<file path="src/rtl/neo_sound_latch_if.sv">
`default_nettype none
// ============================================================================
//  Module      : neo_sound_latch_if
//  Description : Bus bundle between the 68K / Z80 (D0) strobe side and the
//                sound command/reply mailbox.
//                slave  modport : the mailbox itself
//                master modport : whatever drives the strobes and data
//  Signals     :
//    nSDW           68K command write strobe, active-low level
//    M68K_DATA[7:0] 68K command byte, valid while nSDW low
//    nM68K_RDREPLY  68K reply read strobe, active-low level
//    M68K_REPLY     reply byte presented to the 68K bus
//    nSDZ80R        Z80 command read strobe, active-low
//    nSDZ80W        Z80 reply write strobe, active-low
//    nSDZ80CLR      Z80 command clear strobe, active-low
//    SDD_IN[7:0]    Z80 data bus, valid while nSDZ80W low
//    SDD_OUT[7:0]   command byte presented to the Z80 bus
//    CMD_PENDING    unread command present
//    CMD_OVR        sticky command overrun
//    REPLY_PENDING  unread reply present
//    NMI_REQ        one-cycle pulse per accepted command
//  Revision    : 1.0  initial release
// ============================================================================
interface neo_sound_latch_if;
  logic       nSDW;
  logic [7:0] M68K_DATA;
  logic       nM68K_RDREPLY;
  logic [7:0] M68K_REPLY;
  logic       nSDZ80R;
  logic       nSDZ80W;
  logic       nSDZ80CLR;
  logic [7:0] SDD_IN;
  logic [7:0] SDD_OUT;
  logic       CMD_PENDING;
  logic       CMD_OVR;
  logic       REPLY_PENDING;
  logic       NMI_REQ;

  modport slave (
    input  nSDW, M68K_DATA, nM68K_RDREPLY, nSDZ80R, nSDZ80W, nSDZ80CLR, SDD_IN,
    output M68K_REPLY, SDD_OUT, CMD_PENDING, CMD_OVR, REPLY_PENDING, NMI_REQ
  );

  modport master (
    output nSDW, M68K_DATA, nM68K_RDREPLY, nSDZ80R, nSDZ80W, nSDZ80CLR, SDD_IN,
    input  M68K_REPLY, SDD_OUT, CMD_PENDING, CMD_OVR, REPLY_PENDING, NMI_REQ
  );
endinterface
`default_nettype wire

</file>
<file path="src/rtl/neo_sound_latch.sv">
`default_nettype none
// ============================================================================
//  Module      : neo_sound_latch
//  Description : 68K <-> Z80 sound command/reply mailbox. Sits behind the D0
//                Z80 controller and turns its decoded active-low strobes into
//                command/reply latch updates, pending/overrun flags and a
//                one-cycle NMI request per accepted command.
//  Ports       :
//    CLK        system clock, all logic on posedge
//    RESET      synchronous reset, active-high
//    bus        neo_sound_latch_if.slave (strobes, data, flags, NMI_REQ)
//  Parameters  :
//    FIFO_DEPTH command FIFO entries (power of 2, >= 2), only used when
//               SOUND_FIFO_EN is defined
//  Build macro :
//    SOUND_FIFO_EN  undefined -> single command latch (default)
//                   defined   -> FIFO_DEPTH-entry command FIFO
//  Revision    : 1.0  initial release
// ============================================================================
module neo_sound_latch #(
  parameter int FIFO_DEPTH = 4
) (
  input  logic             CLK,
  input  logic             RESET,
  neo_sound_latch_if.slave bus
);

  // Depth sanity check; harmless in the single-latch build.
  generate
    if ((FIFO_DEPTH < 2) || ((FIFO_DEPTH & (FIFO_DEPTH - 1)) != 0)) begin : g_bad_depth
      $error("neo_sound_latch: FIFO_DEPTH must be a power of 2 and >= 2");
    end
  endgenerate

  // --------------------------------------------------------------------------
  // Strobe edge detection
  // bit 4: nSDW, 3: nM68K_RDREPLY, 2: nSDZ80R, 1: nSDZ80W, 0: nSDZ80CLR
  // --------------------------------------------------------------------------
  logic [4:0] strobe_now;
  logic [4:0] strobe_prev;
  logic       armed;
  logic [4:0] strobe_ev;

  assign strobe_now = {bus.nSDW, bus.nM68K_RDREPLY, bus.nSDZ80R,
                       bus.nSDZ80W, bus.nSDZ80CLR};

  // The previous-sample registers reset high, which on its own would make a
  // strobe held low through reset release look like a fresh falling edge.
  // 'armed' masks events for the first cycle after reset so that such a
  // strobe is simply absorbed into strobe_prev instead.
  always_ff @(posedge CLK) begin
    if (RESET) begin
      strobe_prev <= 5'b11111;
      armed       <= 1'b0;
    end else begin
      strobe_prev <= strobe_now;
      armed       <= 1'b1;
    end
  end

  assign strobe_ev = ~strobe_now & strobe_prev & {5{armed}};

  logic ev_sdw;
  logic ev_rdreply;
  logic ev_z80r;
  logic ev_z80w;
  logic ev_clr;

  assign ev_sdw     = strobe_ev[4];
  assign ev_rdreply = strobe_ev[3];
  assign ev_z80r    = strobe_ev[2];
  assign ev_z80w    = strobe_ev[1];
  assign ev_clr     = strobe_ev[0];

  // --------------------------------------------------------------------------
  // NMI request: one cycle per accepted command write (also on FIFO overrun)
  // --------------------------------------------------------------------------
  logic nmi_req;

  always_ff @(posedge CLK) begin
    if (RESET) begin
      nmi_req <= 1'b0;
    end else begin
      nmi_req <= ev_sdw;
    end
  end

  assign bus.NMI_REQ = nmi_req;

  // --------------------------------------------------------------------------
  // Reply path (Z80 -> 68K). A new reply always wins over a same-cycle read.
  // --------------------------------------------------------------------------
  logic [7:0] reply;
  logic       reply_pending;

  always_ff @(posedge CLK) begin
    if (RESET) begin
      reply         <= 8'h00;
      reply_pending <= 1'b0;
    end else if (ev_z80w) begin
      reply         <= bus.SDD_IN;
      reply_pending <= 1'b1;
    end else if (ev_rdreply) begin
      reply_pending <= 1'b0;
    end
  end

  assign bus.M68K_REPLY    = reply;
  assign bus.REPLY_PENDING = reply_pending;

  // --------------------------------------------------------------------------
  // Command path (68K -> Z80)
  // --------------------------------------------------------------------------
`ifdef SOUND_FIFO_EN

  localparam int PTR_W = $clog2(FIFO_DEPTH);
  localparam int CNT_W = PTR_W + 1;

  logic [7:0]       mem [FIFO_DEPTH];
  logic [PTR_W-1:0] rd_ptr;
  logic [PTR_W-1:0] wr_ptr;
  logic [CNT_W-1:0] count;
  logic [7:0]       sdd_out;
  logic             cmd_ovr;

  logic [PTR_W-1:0] base_rd;
  logic [PTR_W-1:0] base_wr;
  logic [CNT_W-1:0] base_cnt;
  logic             base_empty;
  logic             base_full;
  logic             rd_eff;
  logic             pass_thru;
  logic             pop;
  logic             push;
  logic             ovr_set;
  logic [PTR_W-1:0] rd_next;
  logic [PTR_W-1:0] wr_next;
  logic [CNT_W-1:0] cnt_next;
  logic [7:0]       out_next;
  logic             ovr_next;

  always_comb begin
    // A clear flushes first; any same-cycle write is then applied to the
    // empty FIFO, and a same-cycle read has nothing left to consume.
    base_rd    = ev_clr ? '0 : rd_ptr;
    base_wr    = ev_clr ? '0 : wr_ptr;
    base_cnt   = ev_clr ? '0 : count;
    base_empty = (base_cnt == '0);
    base_full  = (base_cnt == CNT_W'(FIFO_DEPTH));
    rd_eff     = ev_z80r & ~ev_clr;

    // Write and read on an empty FIFO: the byte goes straight to SDD_OUT and
    // is consumed, never occupying a slot.
    pass_thru  = ev_sdw & rd_eff & base_empty;
    pop        = rd_eff & ~base_empty;
    // When full, a same-cycle pop frees the slot the push needs.
    push       = ev_sdw & ~pass_thru & (~base_full | pop);
    ovr_set    = ev_sdw & base_full & ~pop;

    rd_next    = base_rd + PTR_W'(pop);
    wr_next    = base_wr + PTR_W'(push);
    cnt_next   = base_cnt + CNT_W'(push) - CNT_W'(pop);

    out_next   = sdd_out;
    if (pass_thru) begin
      out_next = bus.M68K_DATA;
    end else if (cnt_next != '0) begin
      // The new head is the byte being written now only when nothing older
      // survives this cycle.
      if (push && (base_cnt == CNT_W'(pop))) begin
        out_next = bus.M68K_DATA;
      end else begin
        out_next = mem[rd_next];
      end
    end else if (ev_clr) begin
      out_next = 8'h00;
    end

    ovr_next   = (ev_clr ? 1'b0 : cmd_ovr) | ovr_set;
  end

  always_ff @(posedge CLK) begin
    if (RESET) begin
      rd_ptr  <= '0;
      wr_ptr  <= '0;
      count   <= '0;
      sdd_out <= 8'h00;
      cmd_ovr <= 1'b0;
    end else begin
      rd_ptr  <= rd_next;
      wr_ptr  <= wr_next;
      count   <= cnt_next;
      sdd_out <= out_next;
      cmd_ovr <= ovr_next;
    end
  end

  // Storage needs no reset: nothing reads a slot before it has been pushed.
  always_ff @(posedge CLK) begin
    if (!RESET && push) begin
      mem[base_wr] <= bus.M68K_DATA;
    end
  end

  assign bus.SDD_OUT     = sdd_out;
  assign bus.CMD_PENDING = (count != '0);
  assign bus.CMD_OVR     = cmd_ovr;

`else

  logic [7:0] cmd;
  logic       cmd_pending;
  logic       cmd_ovr;

  // Write dominates clear and read. Overrun only when an unread byte is
  // overwritten: a same-cycle read has consumed it, and a same-cycle clear
  // discards the sticky flag.
  always_ff @(posedge CLK) begin
    if (RESET) begin
      cmd         <= 8'h00;
      cmd_pending <= 1'b0;
      cmd_ovr     <= 1'b0;
    end else if (ev_sdw) begin
      cmd         <= bus.M68K_DATA;
      cmd_pending <= 1'b1;
      if (ev_clr) begin
        cmd_ovr <= 1'b0;
      end else if (cmd_pending && !ev_z80r) begin
        cmd_ovr <= 1'b1;
      end
    end else if (ev_clr) begin
      cmd         <= 8'h00;
      cmd_pending <= 1'b0;
      cmd_ovr     <= 1'b0;
    end else if (ev_z80r) begin
      cmd_pending <= 1'b0;
    end
  end

  assign bus.SDD_OUT     = cmd;
  assign bus.CMD_PENDING = cmd_pending;
  assign bus.CMD_OVR     = cmd_ovr;

`endif

endmodule
`default_nettype wire

</file>
<file path="src/flat_wrapper.sv">
// flat-port wrapper written by rule: the top's interface ports become plain ports
module neo_sound_latch_flat 
#(
  parameter int FIFO_DEPTH = 4
)
  (CLK, RESET, bus_nSDW, bus_M68K_DATA, bus_nM68K_RDREPLY, bus_nSDZ80R, bus_nSDZ80W, bus_nSDZ80CLR, bus_SDD_IN, bus_M68K_REPLY, bus_SDD_OUT, bus_CMD_PENDING, bus_CMD_OVR, bus_REPLY_PENDING, bus_NMI_REQ);
  neo_sound_latch_if bus_i ();
  input  logic CLK;
  input  logic RESET;
  input wire logic [$bits(bus_i.nSDW)-1:0] bus_nSDW;
  input wire logic [$bits(bus_i.M68K_DATA)-1:0] bus_M68K_DATA;
  input wire logic [$bits(bus_i.nM68K_RDREPLY)-1:0] bus_nM68K_RDREPLY;
  input wire logic [$bits(bus_i.nSDZ80R)-1:0] bus_nSDZ80R;
  input wire logic [$bits(bus_i.nSDZ80W)-1:0] bus_nSDZ80W;
  input wire logic [$bits(bus_i.nSDZ80CLR)-1:0] bus_nSDZ80CLR;
  input wire logic [$bits(bus_i.SDD_IN)-1:0] bus_SDD_IN;
  output wire logic [$bits(bus_i.M68K_REPLY)-1:0] bus_M68K_REPLY;
  output wire logic [$bits(bus_i.SDD_OUT)-1:0] bus_SDD_OUT;
  output wire logic [$bits(bus_i.CMD_PENDING)-1:0] bus_CMD_PENDING;
  output wire logic [$bits(bus_i.CMD_OVR)-1:0] bus_CMD_OVR;
  output wire logic [$bits(bus_i.REPLY_PENDING)-1:0] bus_REPLY_PENDING;
  output wire logic [$bits(bus_i.NMI_REQ)-1:0] bus_NMI_REQ;
  assign bus_i.nSDW = bus_nSDW;
  assign bus_i.M68K_DATA = bus_M68K_DATA;
  assign bus_i.nM68K_RDREPLY = bus_nM68K_RDREPLY;
  assign bus_i.nSDZ80R = bus_nSDZ80R;
  assign bus_i.nSDZ80W = bus_nSDZ80W;
  assign bus_i.nSDZ80CLR = bus_nSDZ80CLR;
  assign bus_i.SDD_IN = bus_SDD_IN;
  assign bus_M68K_REPLY = bus_i.M68K_REPLY;
  assign bus_SDD_OUT = bus_i.SDD_OUT;
  assign bus_CMD_PENDING = bus_i.CMD_PENDING;
  assign bus_CMD_OVR = bus_i.CMD_OVR;
  assign bus_REPLY_PENDING = bus_i.REPLY_PENDING;
  assign bus_NMI_REQ = bus_i.NMI_REQ;
  neo_sound_latch #(.FIFO_DEPTH(FIFO_DEPTH)) u_core (.CLK(CLK), .RESET(RESET), .bus(bus_i));
endmodule
</file>
<file path="config.mk">
export PLATFORM = sky130hd
export DESIGN_NAME = neo_sound_latch_flat
export DESIGN_NICKNAME = d
export VERILOG_FILES = /design/src/rtl/neo_sound_latch_if.sv /design/src/rtl/neo_sound_latch.sv /design/src/flat_wrapper.sv
export SDC_FILE = /design/constraint.sdc
export NUM_CORES = 1
export LEC_CHECK = 0
export ABC_AREA = 1
export CAP_MARGIN = 15
export CORE_ASPECT_RATIO = 1.5
export CORE_UTILIZATION = 30
export DETAILED_ROUTE_END_ITERATION = 7
export SYNTH_ARGS = -nofsm -noshare
export SYNTH_HDL_FRONTEND = slang
export SYNTH_SLANG_ARGS = --single-unit
</file>
<file path="constraint.sdc">
create_clock -name CLK -period 2 [get_ports CLK]
set_input_delay 0.4 -clock CLK [delete_from_list [all_inputs] [get_ports CLK]]
set_output_delay 0.4 -clock CLK [all_outputs]
set_load 0.01 [all_outputs]
</file>
==> results of run 1 <==
## sequential cells by signal, indices dropped and copies added, names as in the netlist
register / count
u_core.bus.SDD_OUT: 8
u_core.bus.CMD_PENDING: 1
u_core.bus.M68K_REPLY: 8
u_core.armed: 1
u_core.bus.NMI_REQ: 1
u_core.strobe_prev: 5
u_core.bus.REPLY_PENDING: 1
u_core.bus.CMD_OVR: 1
## final cells by class
class / count / share of cell area, %
timing repair buffer: 42 / 30.5
tap: 37 / 3.36
inverter: 7 / 1.91
clock buffer: 4 / 4.00
sequential: 26 / 37.8
multi-input combinational: 70 / 22.4
## cell usage after synthesis
cell / instances / area share (%)
inv_1: 4 / 1.7
o21ai_0: 2 / 1.2
inv_2: 2 / 0.87
or2_1: 1 / 0.72
a21oi_1: 1 / 0.58
nor2_4: 1 / 1.3
dfxtp_1: 26 / 60
clkinv_1: 1 / 0.43
clkbuf_1: 1 / 0.43
o21ai_1: 7 / 4.0
nand3_1: 11 / 6.4
buf_4: 1 / 0.87
nand3_2: 1 / 1.2
nor2_1: 19 / 8.2
nand2_1: 26 / 11
or2_2: 1 / 0.72
## power breakdown
part / switching [W] / internal [W] / leakage (nW)
logic: 0.0000599 / 0.0000881 / 0.336
registers: 0.0000129 / 0.000544 / 0.214
clock network: 0.000157 / 0.000176 / 0.0288
## placed cells by master, fill, tap and decap left out
cell type        synthesis  layout
clkdlybuf4s50_1          0      42
or2_2                    1       1
nor2_4                   1       1
inv_1                    4       4
nor2_1                  19      19
nand2_1                 26      26
o21ai_1                  7       7
nand3_1                 11      11
or2_1                    1       1
clkinv_1                 1       1
dfxtp_1                 26      26
nand3_2                  1       1
inv_2                    2       2
a21oi_1                  1       1
o21ai_0                  2       2
clkbuf_8                 0       4
## through the flow
stage,hold WS [ns],power (W)
floorplan,0.469,0.000626
global placement,0.446,0.000718
detailed placement,0.450,0.000719
CTS,0.467,0.00106
global route,0.493,0.00109
finish,0.464,0.00104
## worst min path at each step
| stage | start | end | slack, ns | cells after the start |
|---|---|---|---|---|
| floorplan | RESET | u_core.bus.REPLY_PENDING | 0.47 | 1 |
| global placement | u_core.bus.REPLY_PENDING | u_core.bus.REPLY_PENDING | 0.45 | 2 |
| detailed placement | u_core.bus.CMD_OVR | u_core.bus.CMD_OVR | 0.45 | 2 |
| CTS | u_core.bus.CMD_OVR | u_core.bus.CMD_OVR | 0.47 | 2 |
| global route | u_core.bus.SDD_OUT[4] | u_core.bus.SDD_OUT[4] | 0.49 | 2 |
| finish | u_core.bus.CMD_OVR | u_core.bus.CMD_OVR | 0.46 | 2 |
## logic make-up after synthesis
| logic type | share of synthesized area, % |
|---|---|
| AOI/OAI and AO/OA | 5.78 |
| buffers and inverters | 4.33 |
| DFF | 60.1 |
| and+or+nand+nor | 29.8 |
## per-layer routing
layer  wire length [µm]  up-vias  global-route usage, %
met2                892       41                   24.1
met3                210        5                   4.55
li1                   -      417                      -
met5                  0        -                      0
met4                 44        0                   7.72
met1                696      355                   13.1
==> results, run 1 <==
- The run finished with clean final reports.
- The die outline area is 3110 µm².
- The fraction of the yosys area taken by sequential cells is 60.1%.
- The final layout contains 173 nets.
- In this run the mean area of a mapped cell was 8.25 µm².
- Among cell families on the critical path, the largest total delay comes from buffers and inverters.
- Summing all multi-input logic gate instances after layout gives 308 µm².
- The die is 45.9 µm wide.
- 0 antenna diodes ended up in the layout.
- The average detailed-routed wire length per instance is 9.91 µm.
- The placeable core region is 2710 µm².
- After filler insertion, the fill cell instance count of the layout stands at 286.
- Once detail routing completed, the nets flagged for antenna violations numbered 0.
- The routability congestion estimate from global placement is 0.694.
- The cell sitting at the root of the clock tree is a clkbuf_8.
- The detailed-route DRC error count is 0.
- The summed instance area of the synthesized netlist is 866 µm².
- Registers take 520 µm².
- The startpoint type of the worst setup path is a register.
- The max capacitance violation total is 0.
- The required arrival time at the worst endpoint is 1.60 ns.
- The slew at the pin closest to its max-slew limit is 0.632 ns.
- Of the cells placed in the final design, the portion with a size suffix greater than 1 is 6.04%.
- The number of core rows is 23.
- The count of endpoints failing setup in the final report is 0.
- Entering global routing, the biggest net connects 15 pins.
- The worst-case register-to-register setup slack is 0.74 ns.
- Summing over every cut layer, the via total after detailed routing is 818.
- The vertical die dimension is 67.8 µm.
- The first TritonRoute pass finished after 4 iterations.
- Counting tap cells, the placed design contains a total of 182 instances.
- After detailed placement, the total cell area comes to 1320 µm².
- The clock network latency to the later pin of the worst-skew pair is 0.27 ns.
- The count of cells in the finished layout, fillers not included, comes to 186.
- The critical path goes through clkdlybuf4s50_1.
- The area added between synthesis and finish is 59.0%.
- Setup slack on the critical path of the routed design comes to 0.433 ns.
- The final layout contains routed wiring with a total length of 1.84 mm.
- The endpoint of the worst register-to-register path is u_core.bus.SDD_OUT[5].
- The first global-routing pass estimated 3.04 mm of wire.
- The average via count per standard cell is 4.40.
- The sum of negative setup slack is 0 ns.
- The final critical path takes up 78.3% of the cycle.
- After clock tree synthesis, the setup repair step added 0 buffers.
- The HPWL after detailed placement is 1.42 mm.
- The min-delay analysis places its worst path in the category register to register.
- After routing the design area is 1380 µm².
- The synthesized instance count is 105.
- The count of endpoints failing hold in the final timing report is 0.
- The critical path arrival is 1.17 ns.
- The number of distinct library cell variants in the gate-level netlist after synthesis is 16.
- The initial standard-cell utilization of the core is 32.0%.
- IR analysis of the VDD net gives a maximum drop of 0.414 mV.
- The maximum fanout along the worst path is 2.
- Buffers placed on the I/O ports in this run total 42.
- In this run the critical register-to-register path is launched from u_core.armed.
- The top-level port count is 43.
- The power per standard cell area is 754 nW/µm².
- The number of design-rule violations left by the first detailed-router iteration is 6.
- The clock slew at the register clock pins of the worst setup and hold paths is 0.08 ns.
- The count of synthesis-stage warnings from yosys is 0.
- The overall overflow remaining after global route is 0.
- The number of clock sinks is 26.
- Counting both buffers and inverters, the worst setup path holds a total of 1.
- The cell leakage power is 0.579 nW.
- Based on the critical path, the design can be clocked at up to 0.638 GHz.
- The launch point of the worst path is u_core.bus.SDD_OUT[1].
- The number of nets handed over by synthesis was 128.
- The number of global-route vias before repair is 764.
- In this run the number of cells on the critical path is 1.
- The length in cells of the worst reg-to-reg path is 5.
- The library cell contributing the largest single delay on the critical path is clkdlybuf4s50_1.
- The clock arrives with 0.00140 ns of skew.
- Counting flops and latches in the post-synthesis netlist gives 26.
- The total count of max-transition violations in the final report came to 0.
- The worst pin sits at a relative slew slack of 57.7%.
- Counting along the longest clock path gives a buffer depth of 2.
- In this run, post-CTS hold repair placed 0 buffers.
- The clock tree from TritonCTS is yes.
- The endpoint kind of the worst setup timing path is an output pin.
- Global routing consumed, over all layers together, 13.6% of the routing resources.
- The end point of the critical path is bus_SDD_OUT[1].
- The number of gates resized after CTS was 0.
- CTS built an H-tree with a depth of 1.
- The critical path start-end classification is register to output pin.
- Setup repair after global routing left no endpoint under its margin.
- The delay of the slowest cell on the worst path is 0.54 ns.
- Prior to clock tree synthesis, the placed netlist has a worst setup slack of 0.260 ns.
- The final critical path time including I/O delays and setup is 1.57 ns.
- The end-of-flow core utilization is 50.9%.
- The number of buffers added by the clock tree synthesis step is 3.
- The initial antenna violation count was 0.
Power figures use the tool's default switching activity.
==> run 2: changes to the inputs <==
Clock period 2 ns to 1.6 ns, I/O delays scaled along.
==> results, run 2 (synthesized netlist as in run 1, its figures left out) <==
- The routability congestion estimate from global placement is 0.694 (about the same).
- The critical path is of the register to output pin type.
- CTS placed an instance of clkbuf_8 at the clock tree root.
- The global-route wire length before repair is 3.15 mm (+3.6%).
- The count of endpoints failing setup in the final report is 0 (unchanged).
- The via count of the routed design is 819 (+0.12%).
- The HPWL after detailed placement is 1.41 mm (-0.45%).
- The detailed-route DRC error count is 0 (unchanged).
- The number of global-route vias before repair came to 775 (+1.4%).
- The number of cells upsized or downsized after cts is 0 (unchanged).
- The overall fraction of global-route tracks in use was 14.0% (+0.37 points).
- The clock tree skew after final layout is 0.00172 ns (+0.000321 ns).
- The total of buffers placed on input and output ports is 42 (unchanged).
- The maximum fanout along the worst path is 2 (unchanged).
- The number of buffers added by the clock tree synthesis step is 3 (unchanged).
- The post-CTS setup repair buffer count is 0 (unchanged).
- The worst setup path is launched from a register.
- The width of the die came to 45.9 µm (unchanged).
- TritonCTS built the clock tree.
- The initial antenna violation count was 0 (unchanged).
- The detailed-router iteration count before antenna repair is 4 (unchanged).
- The required arrival time at the worst endpoint is 1.28 ns (-0.32 ns).
- The area added between synthesis and finish is 59.0% (unchanged).
- The maximum level of the CTS H-tree came to 1 (unchanged).
- The vertical die dimension came to 67.8 µm (unchanged).
- The total power was 0.00130 W (+25%).
- The placeable core region was 2710 µm² (unchanged).
- The clock network latency to the later pin of the worst-skew pair is 0.27 ns (about the same).
- The library cell contributing the largest single delay on the critical path is clkdlybuf4s50_1.
- The routed metal-1 wire length was 783 µm (+13%).
- The number of core rows is 23 (unchanged).
- The flow ran to the end, and the final reports show no timing, DRC or antenna violations.
- The number of nets at the end of the flow is 173 (unchanged).
- In this run the worst setup path begins at u_core.bus.SDD_OUT[1].
- The number of design-rule violations left by the first detailed-router iteration was 14 (+8).
- The initial standard-cell utilization of the core was 32.0% (unchanged).
- The total length of routed met3 wires is 159 µm (-24%).
- The top-level port count is 43 (unchanged).
- The wire length on met2 was 887 µm (-0.56%).
- The die outline area is 3110 µm² (unchanged).
- The number of nets still failing antenna checks after routing is 0 (unchanged).
- The library cell used most frequently in the layout, excluding fill and tap cells, is clkdlybuf4s50_1.
- The overall overflow remaining after global route is 0 (unchanged).
- Setup repair after global routing left no endpoint under its margin.
- The source of the worst register-to-register timing path is u_core.armed.
- The max capacitance violation total is 0 (unchanged).
- The worst path buffer plus inverter count is 1 (unchanged).
- The cell leakage power is 0.579 nW (unchanged).
- The critical path arrival came to 1.17 ns (about the same).
- The worst-case register-to-register setup slack came to 0.35 ns (-0.39 ns).
- The delay of the slowest cell on the worst path came to 0.55 ns (about the same).
- Leaving out fill and tap cells, the most frequent cells in the layout are clkdlybuf4s50_1 (42), nand2_1 (26), dfxtp_1 (26), nor2_1 (19), nand3_1 (11).
- The endpoint of the worst register-to-register path is u_core.bus.SDD_OUT[5].
- The pin count of the biggest net entering global routing was 15 (unchanged).
- The uppermost layer routed is met4.
- The worst relative slew slack is 58.2% (+0.53 points).
- The buffer levels on the longest clock path is 2 (unchanged).
- The antenna cell count came to 0 (unchanged).
- The placed cell count was 182 (unchanged).
- Subtracting the final worst setup slack from the clock period gives 1.49 ns.
- The average detailed-routed wire length per instance is 10.1 µm (+1.7%).
- The count of non-filler cells in the finished layout was 186 (unchanged).
- The least setup slack across all paths after layout was 0.111 ns (-0.322 ns).
- The end point of the critical path is bus_SDD_OUT[1].
- The clock slew at the register clock pins of the worst setup and hold paths is 0.08 ns (about the same).
- The fraction of layout instances using a drive strength above 1 is 6.04% (unchanged).
- The path class of the tightest hold or removal check is register to register.
- The final-layout fill cell count is 286 (unchanged).
- The post-cts hold buffer count is 0 (unchanged).
- The slew at the pin closest to its max-slew limit was 0.624 ns (-0.00794 ns).
- Dividing the final minimum period by the clock period gives 93.1%.
- The total count of max-transition violations in the final report is 0 (unchanged).
- The worst slack at placement is -0.0817 ns (-0.342 ns).
- The maximum VDD drop was 0.457 mV (+11%).
- The count of endpoints failing hold in the final timing report is 0 (unchanged).
- The endpoint kind of the worst setup timing path is an output pin.
- Based on the critical path, the design can be clocked at up to 0.672 GHz.
- The post-route cell area is 1380 µm² (unchanged).
- The power per standard cell area is 943 nW/µm² (+25%).
- Walking the worst path, the cells encountered are clkdlybuf4s50_1.
- The final routed wirelength across all metal layers is 1.88 mm (+1.7%).
- The length in cells of the worst reg-to-reg path is 5 (unchanged).
- The number of clock sinks is 26 (unchanged).
- The cell family contributing the most delay on the critical path is buffers and inverters.
- The average via count per standard cell is 4.40 (+0.12%).
- The number of logic stages on the critical path including buffering is 1 (unchanged).
- The cell area after placement was 1320 µm² (unchanged).
[run 2: cell counts in the layout (fill, tap and decap cells not counted)]
No cell type changed its count.
[run 2: cell type report]
class / instances / area [µm²] / area share [%]
repair buffers: 42 / 420 / 30.5
flip-flops and latches: 26 / 520 / 37.8
well taps: 37 / 46.3 / 3.36
clock buffers: 4 / 55.1 / 4.00
multi-input cells: 70 / 308 / 22.4
inverters: 7 / 26.3 / 1.91
[run 2: per-layer routing]
metal  track usage [%]  up-vias
met4              7.72        0
met1              15.2      355
met5                 0        -
met3              3.48        5
li1                  -      416
met2              23.8       43
[run 2: tightest hold or removal path: cells and delay by family, from the launching register on]
family           cells  cell delay, ns
AND/OR/NAND/NOR      2            0.11
flip-flops           1            0.31
[run 2: per-stage QoR]
step,hold slack (ns),utilization (%),TNS (ns)
floorplan,0.389,-,0
CTS,0.472,50.9,0
global route,0.493,50.9,0
finish,0.466,50.9,0
global placement,0.446,48.8,-0.134
detailed placement,0.462,48.8,-0.591
[run 2: how the worst min path moves through the flow]
stage	start	endpoint	cells after the start	slack, ns
after floorplan	RESET	u_core.bus.REPLY_PENDING	1	0.39
after global placement	u_core.bus.REPLY_PENDING	u_core.bus.REPLY_PENDING	2	0.45
after detailed placement	u_core.bus.SDD_OUT[4]	u_core.bus.SDD_OUT[4]	2	0.46
after CTS	u_core.bus.SDD_OUT[4]	u_core.bus.SDD_OUT[4]	2	0.47
after global routing	u_core.bus.SDD_OUT[4]	u_core.bus.SDD_OUT[4]	2	0.49
final	u_core.bus.SDD_OUT[4]	u_core.bus.SDD_OUT[4]	2	0.47
[run 2: power breakdown]
group	internal (W)	leakage (nW)	switching (W)
Sequential	0.000681	0.214	0.0000160
Combinational	0.000110	0.336	0.0000756
Clock	0.000220	0.0288	0.000195
==> run 3: changes to the inputs <==
Settings changed: SKIP_CTS_REPAIR_TIMING from default to 1.
==> results of run 3 <==
No change in the layout: final DEF, timing and power equal those of run 2.
